**config.mk**
```make
export PLATFORM = sky130hd
export DESIGN_NAME = mmc_sort_scheduler
export DESIGN_NICKNAME = d
export VERILOG_FILES = /design/src/rtl/mmc_sort_scheduler_pkg.sv /design/src/rtl/mmc_sort_scheduler_fp32_lt.sv /design/src/rtl/mmc_sort_scheduler.sv
export SDC_FILE = /design/constraint.sdc
export NUM_CORES = 1
export LEC_CHECK = 0
export BUFFER_PORTS_ARGS = -buffer_cell sky130_fd_sc_hd__buf_4
export CORE_ASPECT_RATIO = 1.1
export CORE_MARGIN = 4
export CORE_UTILIZATION = 60
export CTS_CLUSTER_DIAMETER = 100
export DETAILED_ROUTE_END_ITERATION = 10
export PLACE_DENSITY = 0.85
export SLEW_MARGIN = 20
export SYNTH_ARGS = -nofsm -noshare
export SYNTH_HDL_FRONTEND = slang
export SYNTH_SLANG_ARGS = --single-unit
```
**constraint.sdc**
```tcl
create_clock -name clk -period 42 [get_ports clk]
set_input_delay 4.2 -clock clk [delete_from_list [all_inputs] [get_ports clk]]
set_output_delay 4.2 -clock clk [all_outputs]
set_load 0.02 [all_outputs]
```
**src/rtl/mmc_sort_scheduler_pkg.sv**
```systemverilog
`default_nettype none
// ============================================================================
//  Package  : mmc_sort_pkg
//  Purpose  : Shared sizes, FSM state type and fp32 field positions for the
//             MMC capacitor-voltage sort scheduler.
//  Revision : 1.0 - initial release
// ============================================================================
package mmc_sort_pkg;

    localparam int N_CELLS = 12;
    localparam int FP_W    = 32;

    localparam int c_fp_sign_bit = 31;
    localparam int c_fp_exp_msb  = 30;
    localparam int c_fp_exp_lsb  = 23;
    localparam int c_fp_man_msb  = 22;
    localparam int c_fp_man_lsb  = 0;

    typedef enum logic [1:0] {
        ST_IDLE   = 2'd0,
        ST_SCAN   = 2'd1,
        ST_COMMIT = 2'd2,
        ST_DONE   = 2'd3
    } sort_state_t;

endpackage
`default_nettype wire

```
**src/rtl/mmc_sort_scheduler_fp32_lt.sv**
```systemverilog
`default_nettype none
// ============================================================================
//  Module   : fp32_lt
//  Purpose  : Combinational a < b on IEEE-754 single precision words using
//             sign-magnitude ordering; +0 and -0 compare equal.
//  Revision : 1.0 - initial release
// ============================================================================
module fp32_lt
    import mmc_sort_pkg::*;
(
    input  logic [FP_W-1:0] i_a,
    input  logic [FP_W-1:0] i_b,
    output logic            o_lt
);

    logic        w_sa;
    logic        w_sb;
    logic [30:0] w_ma;
    logic [30:0] w_mb;

    always_comb begin
        w_sa = i_a[c_fp_sign_bit];
        w_sb = i_b[c_fp_sign_bit];
        w_ma = {i_a[c_fp_exp_msb:c_fp_exp_lsb], i_a[c_fp_man_msb:c_fp_man_lsb]};
        w_mb = {i_b[c_fp_exp_msb:c_fp_exp_lsb], i_b[c_fp_man_msb:c_fp_man_lsb]};
        o_lt = 1'b0;
        if ((w_ma == '0) && (w_mb == '0)) begin
            o_lt = 1'b0;
        end else if (w_sa != w_sb) begin
            o_lt = w_sa;
        end else if (!w_sa) begin
            o_lt = (w_ma < w_mb);
        end else begin
            // Both negative: larger magnitude is the smaller value
            o_lt = (w_ma > w_mb);
        end
    end

endmodule
`default_nettype wire

```
**src/rtl/mmc_sort_scheduler.sv**
```systemverilog
`default_nettype none
// ============================================================================
//  Module   : mmc_sort_scheduler
//  Purpose  : Selection-sort scheduler choosing which n of 12 MMC submodules to
//             insert, using one shared fp32 comparator. Optional abort input
//             enabled by defining MMC_SORT_ABORT_EN.
//  Revision : 1.0 - initial release
// ============================================================================
module mmc_sort_scheduler
    import mmc_sort_pkg::*;
(
    input  logic                    clk,
    input  logic                    rst,
    input  logic                    start,
`ifdef MMC_SORT_ABORT_EN
    input  logic                    abort,
`endif
    input  logic [N_CELLS*FP_W-1:0] V,
    input  logic [FP_W-1:0]         I,
    input  logic [2:0]              n,
    output logic [N_CELLS:1]        M,
    output logic                    busy,
    output logic                    done
);

    sort_state_t                     r_state;
    sort_state_t                     w_next_state;
    logic [N_CELLS-1:0][FP_W-1:0]    r_v;
    logic                            r_dir;
    logic [2:0]                      r_n;
    logic [2:0]                      r_count;
    logic [N_CELLS-1:0]              r_mask;
    logic [3:0]                      r_idx;
    logic [3:0]                      r_best;
    logic                            r_best_vld;

    logic [FP_W-1:0]                 w_cand;
    logic [FP_W-1:0]                 w_best_v;
    logic [FP_W-1:0]                 w_op_a;
    logic [FP_W-1:0]                 w_op_b;
    logic                            w_better;
    logic                            w_take;
    logic                            w_last_idx;
    logic [2:0]                      w_count_inc;
    logic                            w_pass_done;
    logic                            w_abort;
    logic                            w_unused;

`ifdef MMC_SORT_ABORT_EN
    assign w_abort = abort;
`else
    assign w_abort = 1'b0;
`endif

    // Only the sign of the arm current matters
    assign w_unused = ^I[FP_W-2:0];

    // dir=1 swaps operands so the same a<b unit answers "candidate > best"
    assign w_cand   = r_v[r_idx];
    assign w_best_v = r_v[r_best];
    assign w_op_a   = r_dir ? w_best_v : w_cand;
    assign w_op_b   = r_dir ? w_cand   : w_best_v;

    fp32_lt u_fp32_lt (
        .i_a  (w_op_a),
        .i_b  (w_op_b),
        .o_lt (w_better)
    );

    assign w_take      = !r_mask[r_idx] && (!r_best_vld || w_better);
    assign w_last_idx  = (r_idx == 4'(N_CELLS - 1));
    assign w_count_inc = r_count + 3'd1;
    assign w_pass_done = (w_count_inc == r_n);

    always_ff @(posedge clk or posedge rst) begin
        if (rst) begin
            r_state <= ST_IDLE;
        end else begin
            r_state <= w_next_state;
        end
    end

    always_comb begin
        w_next_state = r_state;
        case (r_state)
            ST_IDLE: begin
                if (start) begin
                    w_next_state = (n == 3'd0) ? ST_DONE : ST_SCAN;
                end
            end
            ST_SCAN: begin
                if (w_abort) begin
                    w_next_state = ST_IDLE;
                end else if (w_last_idx) begin
                    w_next_state = ST_COMMIT;
                end
            end
            ST_COMMIT: begin
                if (w_abort) begin
                    w_next_state = ST_IDLE;
                end else begin
                    w_next_state = w_pass_done ? ST_DONE : ST_SCAN;
                end
            end
            ST_DONE: w_next_state = ST_IDLE;
            default: w_next_state = ST_IDLE;
        endcase
    end

    always_ff @(posedge clk or posedge rst) begin
        if (rst) begin
            r_v        <= '0;
            r_dir      <= 1'b0;
            r_n        <= 3'd0;
            r_count    <= 3'd0;
            r_mask     <= '0;
            r_idx      <= 4'd0;
            r_best     <= 4'd0;
            r_best_vld <= 1'b0;
            M          <= '0;
            busy       <= 1'b0;
            done       <= 1'b0;
        end else begin
            done <= 1'b0;
            case (r_state)
                ST_IDLE: begin
                    if (start) begin
                        r_v        <= V;
                        r_dir      <= I[c_fp_sign_bit];
                        r_n        <= n;
                        r_count    <= 3'd0;
                        r_mask     <= '0;
                        r_idx      <= 4'd0;
                        r_best_vld <= 1'b0;
                        busy       <= 1'b1;
                    end
                end
                ST_SCAN: begin
                    if (w_abort) begin
                        busy <= 1'b0;
                    end else begin
                        if (w_take) begin
                            r_best     <= r_idx;
                            r_best_vld <= 1'b1;
                        end
                        r_idx <= w_last_idx ? 4'd0 : r_idx + 4'd1;
                    end
                end
                ST_COMMIT: begin
                    if (w_abort) begin
                        busy <= 1'b0;
                    end else begin
                        r_mask[r_best] <= 1'b1;
                        r_count        <= w_count_inc;
                        r_idx          <= 4'd0;
                        r_best_vld     <= 1'b0;
                    end
                end
                ST_DONE: begin
                    M    <= r_mask;
                    done <= 1'b1;
                    busy <= 1'b0;
                end
                default: ;
            endcase
        end
    end

endmodule
`default_nettype wire

```
-- After elaboration in Yosys (flattened, before gate mapping)
Index checks and enable logic that the tools add are counted.
- input bits: 422
- bits in writable memories: 0
- flip-flop bits (word level): 428
- latch bits: 0
- memories: 0
- bits in read-only memories: 0
- output and inout bits: 14
- reduce and logical (&&, ||, !) cells: 20
- $mul: 0
- multiplexer cells: 31
- add/sub/neg operators: 2
- eq/ne operators: 9
- shifts and indexed selects: 0
- $lt $le $gt $ge: 5
- div/mod/pow operators: 0
- bitwise operators: 2
- operators with widths (cell ; number):
    32-bit binary-select mux with 4-bit select ; 2
    32-bit two-way mux ; 4
    31-bit zero test ; 2
    31-bit > comparator ; 1
    31-bit < comparator ; 1
    12-bit case mux with 2 select lines ; 1
    12-bit two-way mux ; 1
    12-bit bitwise OR ; 1
    4-bit case mux with 3 select lines ; 1
    2-bit AND reduction ; 6
    4-bit by 5-bit < comparator with 1-bit output (second input constant) ; 2
    1-bit two-way mux ; 9
    2-bit two-way mux ; 4
    4-bit two-way mux ; 2
    2-bit case mux with 4 select lines ; 1
    2-bit inequality test (second input constant) ; 3
    3-bit case mux with 2 select lines ; 1
    4-bit by 1-bit adder with 4-bit output (second input constant) ; 1
    1-bit binary-select mux with 4-bit select ; 1
    1-bit demux with 4-bit select ; 1
    2-bit == test (second input constant) ; 2
    4-bit == test (second input constant) ; 1
    4-bit by 1-bit greater-or-equal comparator with 1-bit output (second input constant) ; 1
    3-bit by 1-bit adder with 3-bit output (second input constant) ; 1
    other kinds (16) ; 19

-- Longest topological paths before layout
Gate-level depths: netlist of run 1.
- depth after elaboration: 11
- depth in mapped cells: 20
- depth with buffers taken out: 16

-- Hierarchy
A second synthesis of run 1 with hierarchy kept.
- cell total of the unflattened synthesis: 1766
- area, all modules: 23761.5 sq um
- by module, submodules not included (module ; area each (sq um) ; instances ; cells each):
    mmc_sort_scheduler ; 22838.2 ; 1 ; 1633
    fp32_lt ; 923.4 ; 1 ; 133

-- Worst setup path after synthesis of run 1
OpenSTA, ideal clock, no wires.
- path type: input to register
- from: in start
- to: reg r_v[291] (netlist name)
- stages: 5
- arrival: 5.616 ns
- library setup time: 0.125 ns
- slack: 36.259 ns
- buffers on the path: 3
- data required time: 41.875 ns
- path through: and2_1 > clkbuf_1 > buf_1 > buf_1 > mux2_2
- cells in the longest elaborated chain, start to end: 1
- RTL lines (element ; line ; RTL):
    start, declared ; mmc_sort_scheduler.sv:14 ; input logic start,
    2-bit AND reduction (no source line) ; - ;
    end signal, assigned ; mmc_sort_scheduler.sv:112 ; r_v <= '0;
    end signal, assigned ; mmc_sort_scheduler.sv:128 ; r_v <= V;
    end, declared ; mmc_sort_scheduler.sv:28 ; logic [N_CELLS-1:0][FP_W-1:0] r_v;
Every way passes these cells.
A chain may end at the register's enable or synchronous reset.

-- Final worst setup path of run 1
- from: in start
- to: reg r_v[203] (netlist name)
The elaborated chain is that of the path after synthesis.

==> flow_summary_export.csv, run 1 <==
group,metric,value,unit
clock_tree,cts_root_buf,"clkbuf_16",
drt,finalWirelength,68900,um
synthesis,synthSimpleGateAreaFrac,0.0526,
power_and_ir_drop,portion_of_total_power_attributed_to_sequential_cells,0.495,
synthesis,synth_cell_types,61,
outcome,outcome,"finished clean",
drt,post_drt_wl_per_cell,26.5,um
cells_and_area,total_area_of_multi_input_combinational_cells,12200,um^2
cells_and_area,syn2layout_area_growth,19.6,%
clock_tree,cts-htree-levels,2,
critical_path,worstSetupStartpointType,"input pin",
floorplan,ios,436,
sta,maxSlewViolCount,0,
sta,setup-violations-final,0,
synthesis,yosys-mux-area-fraction,0.384,
floorplan,floorplan.initialDensity,0.613,
sta,final_cycle_share,0.190,
cells_and_area,nets,2527,
synthesis,synth-main-ff-cell,"dfrtp_1",
critical_path,arrival,8.41,ns
synthesis,synth_top_family_by_area,"multiplexers",
synthesis,compound_gate_fraction_of_synth_area,0.0584,
power_and_ir_drop,comb_power_share,0.048,
cells_and_area,finish.utilization,0.732,
flow_run,drv_cap,0,
sta,worst_clock_skew,0.0112,ns
clock_tree,hold_buffers,0,
synthesis,syn-cell-area,23600,um^2
global_routing,number_of_antenna_violations_at_the_first_check_in_global_routing,5,
cells_and_area,post_route_cells_drive_above_1_share,0.515,
power_and_ir_drop,switching_share_of_total_power,0.218,
sta,totalNegativeSetupSlack,0,ns
synthesis,post_synth_fa_ha_maj_area_fraction,0.0196,
drt,dr_total_vias,17100,
floorplan,die_w,197,um
cells_and_area,seq_area,10700,um^2
critical_path,ff2ff_setup_slack,36.27,ns
critical_path,regToRegEndpoint,"r_best[3]",
synthesis,warning_count_from_the_yosys_run,0,
synthesis,synthArstFlopShare,1.00,
global_routing,gr-usage-all-layers,0.320,
floorplan,placement_rows,75,
sta,hold_viol,0,
power_and_ir_drop,leakagePower,0.0138,uW
hold_path,worst_hold_path.num_cells,1,
sta,period_needed,7.96,ns
floorplan,design.core.area,38600,um^2
sta,maxSlewHeadroom,0.224,
synthesis,synth-xor-area-share,0.00111,
critical_path,worst-r2r-cell-count,15,
critical_path,timing_worst_setup_path_type,"input pin to register",
clock_tree,post_cts_resize_count,0,
power_and_ir_drop,clock_power_share,0.457,
synthesis,yosysSeqAreaShare,0.453,
synthesis,syn_inst,1721,
synthesis,synth_enable_flop_cells,0,
clock_tree,post_cts_buffers,0,
power_and_ir_drop,power_density,29.5,nW/um^2
floorplan,chipHeight,216,um
power_and_ir_drop,p_switching,182,uW
synthesis,synth.ff_latch_count,428,
synthesis,synth_fp_nets,2180,
drt,detail_route.first_pass.iterations,5,
power_and_ir_drop,cell_internal_pwr,652,uW
drt,detail_route.drc_violations,0,
placement,place_congestion,0.901,
sta,maxClockFrequency,126,MHz
critical_path,cp-end-kind,"register",
hold_path,hold_path.startpoint,"M[10]",
global_routing,globalRouteOverflowTotal,0,
clock_tree,numCtsBuffers,45,
placement,detailed_place_hpwl,47900,um
synthesis,syn-mean-instance-area,13.7,um^2
drt,number_of_drc_markers_in_iteration_0,1244,
floorplan,die-area,42600,um^2
critical_path,timing.critical_path.required,42.44,ns
clock_tree,cts.sinks,428,
global_routing,grt_first_pass_wirelength,105000,um
sta,rsz0062_at_grt,"false",
clock_tree,clk_pin_slew,0.06,ns
cells_and_area,fillers,2361,
critical_path,r2r_start,"r_idx[0]",
critical_path,critPathMaxFanout,92,
global_routing,first_global_vias,18200,
global_routing,grt_start_max_net_pins,168,
placement,port-buffer-count,404,
clock_tree,worst_skew_pair.late_latency,0.56,ns
hold_path,worstHoldPathType,"register to register",
clock_tree,cts_max_path_buffers,3,
power_and_ir_drop,vdd_drop_max,0.0400,mV
hold_path,holdPathEnd,"M[10]",
sta,worst_pin_slew,1.16,ns
drt,detail_route_antenna_nets,0,
drt,vias_per_cell,6.59,
clock_tree,cts_tree,"done",
layout by cell type (no fill, tap or decap), types with 4 or more instances in the layout:
master     count
o21ai_1        4
nand2_1      126
nor2b_1        5
a22o_1         7
mux4_1        10
nand2b_1      11
a32oi_1        6
nor4_1        13
buf_4        426
a32o_1         4
a221oi_1      15
nand4_1       11
nand3_1       23
clkbuf_16     45
a31oi_1       25
diode_2        5
dfrtp_4        4
dfrtp_1      423
nor3_1         8
mux2i_1       56
mux2_1         4
clkbuf_1      10
clkinv_2       6
o21ai_0       31
mux4_2       162
nor2_1        62
a221o_1        6
a21oi_1       33
clkbuf_8      11
a22oi_1       40
mux2_2       405
inv_1          9
ha_1          37
stage by stage:
| step | instances | instance area, um^2 | total power, uW | setup WS (ns) | hold WS [ns] |
|---|---|---|---|---|---|
| 3_3_place_gp | 2521 | 26900 | 459 | 33.71 | 0.479 |
| 5_1_grt | 2602 | 28200 | 858 | 33.93 | 0.531 |
| 3_5_place_dp | 2521 | 26900 | 460 | 33.63 | 0.502 |
| 4_1_cts | 2597 | 28200 | 838 | 34.22 | 0.515 |
| 6_report | 2602 | 28200 | 833 | 34.04 | 0.510 |
| 2_1_floorplan | 1721 | 23600 | 426 | 25.88 | 0.470 |
per-layer routing:
| metal | part of all wire | vias up | track usage | routed length [um] |
|---|---|---|---|---|
| met5 | 0 | - | 0 | 0 |
| met4 | 0.037 | 0 | 0.123 | 2550 |
| met3 | 0.076 | 147 | 0.0522 | 5240 |
| met2 | 0.51 | 822 | 0.534 | 34900 |
| met1 | 0.38 | 8840 | 0.425 | 26100 |
| li1 | - | 7331 | - | - |
power groups by stage:
stage          combinational, uW  clock, uW  sequential, uW
2_1_floorplan               6.27          0             420
3_3_place_gp                39.6          0             420
3_5_place_dp                40.1          0             420
4_1_cts                     40.3        385             412
5_1_grt                     42.9        403             412
6_report                    40.0        381             412
Yosys cell counts (all sizes together), types with 11 or more instances:
master    n  area (um^2)
dfrtp   428        10700
mux2    409         4610
mux4    172         3910
nand2   126          473
clkbuf   65          244
nor2     65          246
buf      63          442
mux2i    56          561
a22oi    42          325
ha       37          463
o21ai    35          175
a21oi    33          165
a31oi    25          156
nand3    23          115
a221oi   15          131
nor4     13         81.3
inv      11         41.3
nand2b   11         68.8
nand4    11         68.8
worst max-delay path by stage:
| stage | start | end | cells after the start |
|---|---|---|---|
| 2_1_floorplan | rst | M[10] | 1 |
| 3_3_place_gp | start | r_v[295] | 6 |
| 3_5_place_dp | start | r_v[40] | 6 |
| 4_1_cts | start | r_v[40] | 6 |
| 5_1_grt | start | r_v[329] | 6 |
| 6_report | start | r_v[203] | 6 |
worst max-delay path, stage by stage:
cell,delay [ns]
buf_4,0.11
and2_4,0.62
buf_4,0.91
buf_4,0.88
buf_4,1.00
mux2_2,0.43
final cells by class:
type                    count  share of cell area
diodes                      5            0.000443
clock buffers              66              0.0466
clock inverters            10             0.00217
inverters                  11             0.00173
multi-input cells        1154               0.433
flip-flops and latches    428               0.380
well taps                 500              0.0221
repair buffers            428               0.114
flip-flops by register name, summed over array words and instances (netlist names), 2 cells and up:
name	count
r_idx	4
r_v	384
M	12
r_n	3
r_state	2
r_best	4
r_mask	12
r_count	3
logic make-up after synthesis:
logic type	count (synthesis)
adder cells (fa/ha/maj)	37
AO/OA/AOI/OAI	198
multiplexers	637
flip-flops	428
XOR/XNOR	3
buffers and inverters	139
AND/OR/NAND/NOR	279
No activity file was read; power rests on OpenSTA's default activity.
==> run 2: changes to the inputs <==
Settings changed: CORE_UTILIZATION 60 to 57, PLACE_DENSITY 0.85 to 0.81.
Clock period 42 ns to 7.5 ns, I/O delays scaled along.
==> run 2 against run 1 <==
- largest cell class unchanged
- global-route usage down 1.3 points
- clock-buffer cell count is 3 higher
- hold slack lost 0.29 ns
- worst setup slack worse by 32 ns
- power grew to 5.9 times the previous value
- sequential power grew to 5.6 times the previous value
- highest routed layer is now met5
- via count shrank 0.44%
- final area up 1.2%
==> flow_summary_export.csv, run 2 (synthesis gave the netlist of run 1 again) <==
group,metric,value,unit
critical_path,critPathMaxFanout,17,
placement,place_congestion,0.882,
cells_and_area,largest_register,"r_v",
sta,totalNegativeSetupSlack,0,ns
clock_tree,clk_pin_slew,0.06,ns
critical_path,timing_worst_setup_path_type,"register to register",
clock_tree,cts-htree-levels,2,
floorplan,floorplan.initialDensity,0.583,
flow_run,drv_cap,0,
placement,detailed_place_hpwl,48800,um
power_and_ir_drop,clock_power_share,0.482,
power_and_ir_drop,portion_of_total_power_attributed_to_sequential_cells,0.472,
cells_and_area,reg.largest.list,"r_v (384), M (12), r_mask (12)",
critical_path,worst_setup_path_startpoint,"r_idx[2]",
critical_path,worstSetupStartpointType,"register",
drt,detail_route.first_pass.iterations,5,
sta,final_cycle_share,0.707,
critical_path,max_stage_delay,1.05,ns
critical_path,cp-end-kind,"register",
floorplan,placement_rows,77,
clock_tree,cts_root_buf,"clkbuf_16",
global_routing,number_of_antenna_violations_at_the_first_check_in_global_routing,8,
sta,hold_viol,0,
clock_tree,cts_tree,"done",
power_and_ir_drop,cell_internal_pwr,3860,uW
sta,setup-violations-final,0,
clock_tree,numCtsBuffers,46,
sta,worst_pin_slew,1.16,ns
sta,holdWs,0.217,ns
critical_path,r2r_start,"r_idx[2]",
global_routing,gr-usage-all-layers,0.307,
global_routing,grt_start_max_net_pins,194,
global_routing,grt_first_pass_wirelength,107000,um
clock_tree,post_cts_buffers,0,
power_and_ir_drop,totalPowerFinal,4890,uW
cells_and_area,nets,2528,
drt,detail_route_antenna_nets,0,
cells_and_area,syn2layout_area_growth,21.0,%
drt,dr_total_vias,17100,
cells_and_area,largest_reg_flops,384,
critical_path,critPathSlowestCell,"dfrtp_1",
cells_and_area,mostFrequentLayoutCells,"dfrtp_1, buf_4, mux2_2",
placement,port-buffer-count,404,
global_routing,globalRouteOverflowTotal,0,
critical_path,timing.critical_path.required,7.96,ns
cells_and_area,post_route_cells_drive_above_1_share,0.517,
power_and_ir_drop,power_density,171,nW/um^2
drt,post_drt_wl_per_cell,26.0,um
drt,vias_per_cell,6.41,
clock_tree,post_cts_resize_count,0,
critical_path,worst-path-buf-inv,1,
critical_path,worst-r2r-cell-count,16,
power_and_ir_drop,switching_share_of_total_power,0.210,
outcome,outcome,"finished clean",
sta,final.setup.worst_slack,2.20,ns
power_and_ir_drop,comb_power_share,0.046,
clock_tree,cts_max_path_buffers,3,
critical_path,cp_top_family,"compound AO/OA/AOI/OAI gates",
floorplan,ios,436,
critical_path,timing.critical_path.cells,"nor2b_2 > buf_4 > a221o_1 > o21ai_0 > nor2_1 > a31oi_1 > ha_1 > a21oi_1 > o21ai_0 > a221oi_1 > nand2_1 > a221oi_1 > nor3_1 > o21ai_1 > o211ai_2 > mux2_1",
sta,worst_clock_skew,0.0126,ns
floorplan,chipHeight,222,um
hold_path,worstHoldPathType,"input pin to async pin",
power_and_ir_drop,p_switching,1020,uW
sta,period_needed,5.30,ns
power_and_ir_drop,vdd_drop_max,0.189,mV
sta,rsz0062_at_grt,"false",
drt,number_of_drc_markers_in_iteration_0,1404,
drt,detail_route.drc_violations,0,
clock_tree,worst_skew_pair.late_latency,0.58,ns
sta,maxSlewHeadroom,0.229,
clock_tree,hold_buffers,0,
global_routing,first_global_vias,18200,
cells_and_area,final_common_cell,"dfrtp_1",
floorplan,design.core.area,40600,um^2
sta,maxSlewViolCount,0,
drt,finalWirelength,69400,um
critical_path,regToRegEndpoint,"r_best[0]",
clock_tree,cts.sinks,428,
critical_path,arrival,5.76,ns
floorplan,die-area,44800,um^2
power_and_ir_drop,leakagePower,0.0140,uW
critical_path,ff2ff_setup_slack,2.20,ns
cells_and_area,fillers,2673,
floorplan,die_w,202,um
placement,pre_cts_worst_setup_slack,2.26,ns
sta,maxClockFrequency,189,MHz
-- run 2: worst max-delay path by stage --
stage	to	slack, ns	depth (start not counted)
CTS	r_best[0]	2.24	16
floorplan	M[10]	0.97	1
global route	r_best[0]	1.96	16
detailed placement	r_best[2]	2.26	16
global placement	r_best[0]	2.39	16
finish	r_best[0]	2.20	16
-- run 2: layout make-up --
type | count | area, um^2 | area share
clock inverters | 13 | 168 | 0.00586
well taps | 553 | 692 | 0.0242
inverters | 11 | 45.0 | 0.00158
multi-input cells | 1154 | 12200 | 0.428
clock buffers | 69 | 1400 | 0.0490
repair buffers | 428 | 3310 | 0.116
flip-flops and latches | 428 | 10700 | 0.375
diodes | 7 | 17.5 | 0.000613
-- run 2: stage by stage --
stage / instances / cell area, um^2 / util
after CTS: 2655 / 28600 / 0.704
after global placement: 2573 / 27000 / 0.665
after global routing: 2661 / 28600 / 0.705
final: 2663 / 28600 / 0.705
after floorplan: 1721 / 23600 / -
after detailed placement: 2573 / 27000 / 0.665
-- run 2: per-layer routing --
layer | track usage | wire length (um)
met2 | 0.524 | 35700
met5 | 0 | 33
met1 | 0.395 | 26400
met4 | 0.114 | 2450
met3 | 0.0572 | 4820
-- run 2: worst reg2reg max path, delay by kind of cell, from the launching register on --
kind                       cells  cell delay (ns)
AOI/OAI and AO/OA              9             2.52
adders and majority gates      1             0.28
DFF                            1             1.05
and+or+nand+nor                4             0.67
buffers and inverters          1             0.32
muxes                          1             0.34
-- run 2: power groups by stage --
| stage | clock [uW] | combinational, uW | sequential, uW |
|---|---|---|---|
| global placement | 0 | 222 | 2350 |
| global route | 2490 | 239 | 2310 |
| CTS | 2390 | 226 | 2310 |
| floorplan | 0 | 35.4 | 2350 |
| detailed placement | 0 | 225 | 2350 |
| finish | 2360 | 223 | 2310 |
==> run 3: changes to the inputs <==
Settings changed: ABC_AREA set to 1.
Clock period 7.5 ns to 5.1 ns, I/O delays scaled along.
==> run 3 against run 2 <==
- flip-flop and latch count stayed put
- largest cell class unchanged
- combinational power grew to 45 times the previous value
- register-to-register slack worse by 1.5 ns
- highest routed layer is now met4
- via count is 56% higher
==> flow_summary_export.csv, run 3 <==
group,metric,value,unit
cells_and_area,finish.utilization,0.688,
floorplan,ios,436,
floorplan,placement_rows,80,
sta,hold_viol,0,
synthesis,yosysSeqAreaShare,0.425,
clock_tree,cts_tree,"done",
critical_path,worst-path-buf-inv,4,
global_routing,grt_start_max_net_pins,185,
critical_path,cpMostUsedCell,"nand2_1",
synthesis,synth_top_family_by_area,"simple AND/OR/NAND/NOR gates",
drt,number_of_drc_markers_in_iteration_0,3263,
placement,dpl.cell_count,4543,
cells_and_area,fin_cells,4626,
clock_tree,cts_max_path_buffers,3,
power_and_ir_drop,leakagePower,0.0153,uW
sta,setup-violations-final,0,
drt,detail_route.drc_violations,0,
sta,maxSlewHeadroom,0.373,
global_routing,number_of_antenna_violations_at_the_first_check_in_global_routing,4,
clock_tree,worst_skew_pair.late_latency,0.59,ns
synthesis,synth-xor-area-share,0.00139,
synthesis,synth.ff_latch_count,428,
floorplan,design.core.area,43500,um^2
synthesis,compound_gate_fraction_of_synth_area,0.134,
synthesis,post_synth_fa_ha_maj_area_fraction,0.0184,
cells_and_area,reg.largest.list,"r_v (384), M (12), r_mask (12)",
synthesis,synth-main-ff-cell,"dfrtp_1",
flow_run,drv_cap,0,
drt,finalWirelength,91400,um
critical_path,crit_cells,24,
drt,dr_total_vias,26500,
clock_tree,cts.sinks,428,
critical_path,crit_path_end,"r_best[0]",
drt,detail_route_antenna_nets,0,
synthesis,post-synth-top-area-cell,"dfrtp_1",
cells_and_area,syn2layout_area_growth,18.8,%
synthesis,synth_fp_nets,4205,
critical_path,worst_setup_path_startpoint,"r_best[0]",
clock_tree,post_cts_resize_count,0,
clock_tree,clk_pin_slew,0.06,ns
sta,totalNegativeSetupSlack,0,ns
cells_and_area,largest_reg_flops,384,
global_routing,grt_first_pass_wirelength,140000,um
global_routing,first_global_vias,24800,
critical_path,arrival,4.97,ns
sta,worst_pin_slew,0.941,ns
critical_path,r2r_start,"r_best[0]",
cells_and_area,mostFrequentLayoutCells,"nand2_1, buf_4, o21ai_0",
critical_path,cp-end-kind,"register",
synthesis,synthMostInstantiatedCell,"nand2_1",
synthesis,synth.top_cells.by_count,"nand2_1, o21ai_0, dfrtp_1",
clock_tree,hold_buffers,0,
sta,maxSlewViolCount,0,
power_and_ir_drop,power_density,645,nW/um^2
synthesis,syn-mean-instance-area,6.73,um^2
cells_and_area,post_route_cells_drive_above_1_share,0.137,
cells_and_area,nets,4476,
floorplan,floorplan.initialDensity,0.579,
clock_tree,cts_root_buf,"clkbuf_16",
synthesis,syn_inst,3746,
sta,worst_clock_skew,0.0190,ns
placement,place_congestion,0.977,
critical_path,ff2ff_setup_slack,0.66,ns
drt,detail_route.first_pass.iterations,7,
drt,vias_per_cell,5.74,
synthesis,syn-cell-area,25200,um^2
critical_path,max_stage_delay,0.77,ns
critical_path,cp_top_family,"simple AND/OR/NAND/NOR gates",
sta,final_cycle_share,0.870,
synthesis,synth.area.top_cells,"dfrtp_1, nand2_1, o21ai_0, nand3_1, inv_1",
placement,detailed_place_hpwl,66200,um
critical_path,critPathSlowestCell,"dfrtp_4",
critical_path,critPathMaxFanout,47,
sta,rsz0062_at_grt,"false",
clock_tree,cts-htree-levels,2,
critical_path,worstSetupStartpointType,"register",
placement,port-buffer-count,404,
synthesis,synthSimpleGateAreaFrac,0.323,
drt,post_drt_wl_per_cell,19.8,um
cells_and_area,largest_register,"r_v",
floorplan,die_w,209,um
critical_path,worst-r2r-cell-count,24,
synthesis,synth_cell_types,34,
sta,period_needed,4.44,ns
synthesis,synthArstFlopShare,1.00,
critical_path,timing.critical_path.cells,"buf_4 > o21ai_1 > nand2_1 > nand2_1 > nand2_1 > nand3_1 > o21ai_1 > inv_1 > ha_1 > nand2_1 > inv_1 > nand3_1 > nor3_1 > nor4b_1 > nand4_1 > nand2_1 > nand2_1 > nand2_1 > inv_1 > o21ai_2 > nand2_2 > nand2_2 > nand2_1 > nand2_1",
synthesis,warning_count_from_the_yosys_run,0,
outcome,outcome,"finished clean",
clock_tree,post_cts_buffers,0,
cells_and_area,final_common_cell,"nand2_1",
floorplan,chipHeight,229,um
global_routing,globalRouteOverflowTotal,0,
floorplan,die-area,47700,um^2
critical_path,regToRegEndpoint,"r_best[0]",
power_and_ir_drop,vdd_drop_max,0.342,mV
synthesis,synth_enable_flop_cells,0,
global_routing,gr-usage-all-layers,0.373,
clock_tree,numCtsBuffers,46,
sta,final.setup.worst_slack,0.661,ns
hold_path,worstHoldPathType,"input pin to async pin",
placement,pre_cts_worst_setup_slack,0.888,ns
critical_path,timing_worst_setup_path_type,"register to register",
sta,maxClockFrequency,225,MHz
synthesis,synth_top_area_frac,0.425,
synthesis,yosys-mux-area-fraction,0.000446,
power_and_ir_drop,totalPowerFinal,19300,uW
critical_path,timing.critical_path.required,5.63,ns
run 3: changes by cell type in the layout (fill, tap and decap cells not counted), sizes merged, moves of 172 or more:
cell   change
inv      +333
mux2     -408
mux4     -172
nand2   +1404
nand3    +246
o21ai    +472
run 3: metal layers:
layer | vias up | GRT usage | share of wire
met5 | - | 0 | 0
met4 | 0 | 0.218 | 0.072
met3 | 281 | 0.0728 | 0.11
met2 | 1628 | 0.558 | 0.44
met1 | 12200 | 0.508 | 0.39
li1 | 12400 | - | -
run 3: metrics by stage:
step | hold slack (ns) | cell area (um^2)
after floorplan | 0.457 | 25200
after global placement | 0.482 | 28500
after detailed placement | 0.488 | 28500
after CTS | 0.0553 | 30000
after global routing | 0.104 | 30000
final | 0.0513 | 30000
run 3: final cells by class:
| type | count | area [um^2] |
|---|---|---|
| Fill cell | 3827 | 13600 |
| Antenna cell | 4 | 10.0 |
| Clock buffer | 67 | 1330 |
| Clock inverter | 12 | 116 |
| Tap cell | 574 | 718 |
| Sequential cell | 428 | 10700 |
| Inverter | 345 | 1310 |
| Multi-Input combinational cell | 2731 | 12100 |
| Timing Repair Buffer | 465 | 3680 |
run 3: cells by family (layout without fill, tap and decap cells):
kind of cell | Yosys count | in the layout
simple gates | 2031 | 2031
compound gates | 658 | 658
buf+inv | 587 | 889
flops | 428 | 428
fa+ha+maj | 37 | 37
xor+xnor | 4 | 4
mux | 1 | 1
other cells | 0 | 4
run 3: worst min-delay path by stage:
stage               startpoint          to  slack [ns]  depth (start not counted)
floorplan           r_count[1]  r_count[1]        0.46                          2
global placement      r_v[338]    r_v[338]        0.48                          2
detailed placement    r_v[340]    r_v[340]        0.49                          2
CTS                        rst     r_v[11]        0.06                          2
global route               rst     r_v[49]        0.10                          2
finish                     rst     r_v[11]        0.05                          2
run 3: power breakdown:
| group | total [uW] | internal (uW) | switching [uW] |
|---|---|---|---|
| Sequential | 5930 | 4980 | 950 |
| Clock | 3290 | 1900 | 1390 |
| Combinational | 10100 | 3200 | 6890 |
| Total | 19300 | 10100 | 9230 |
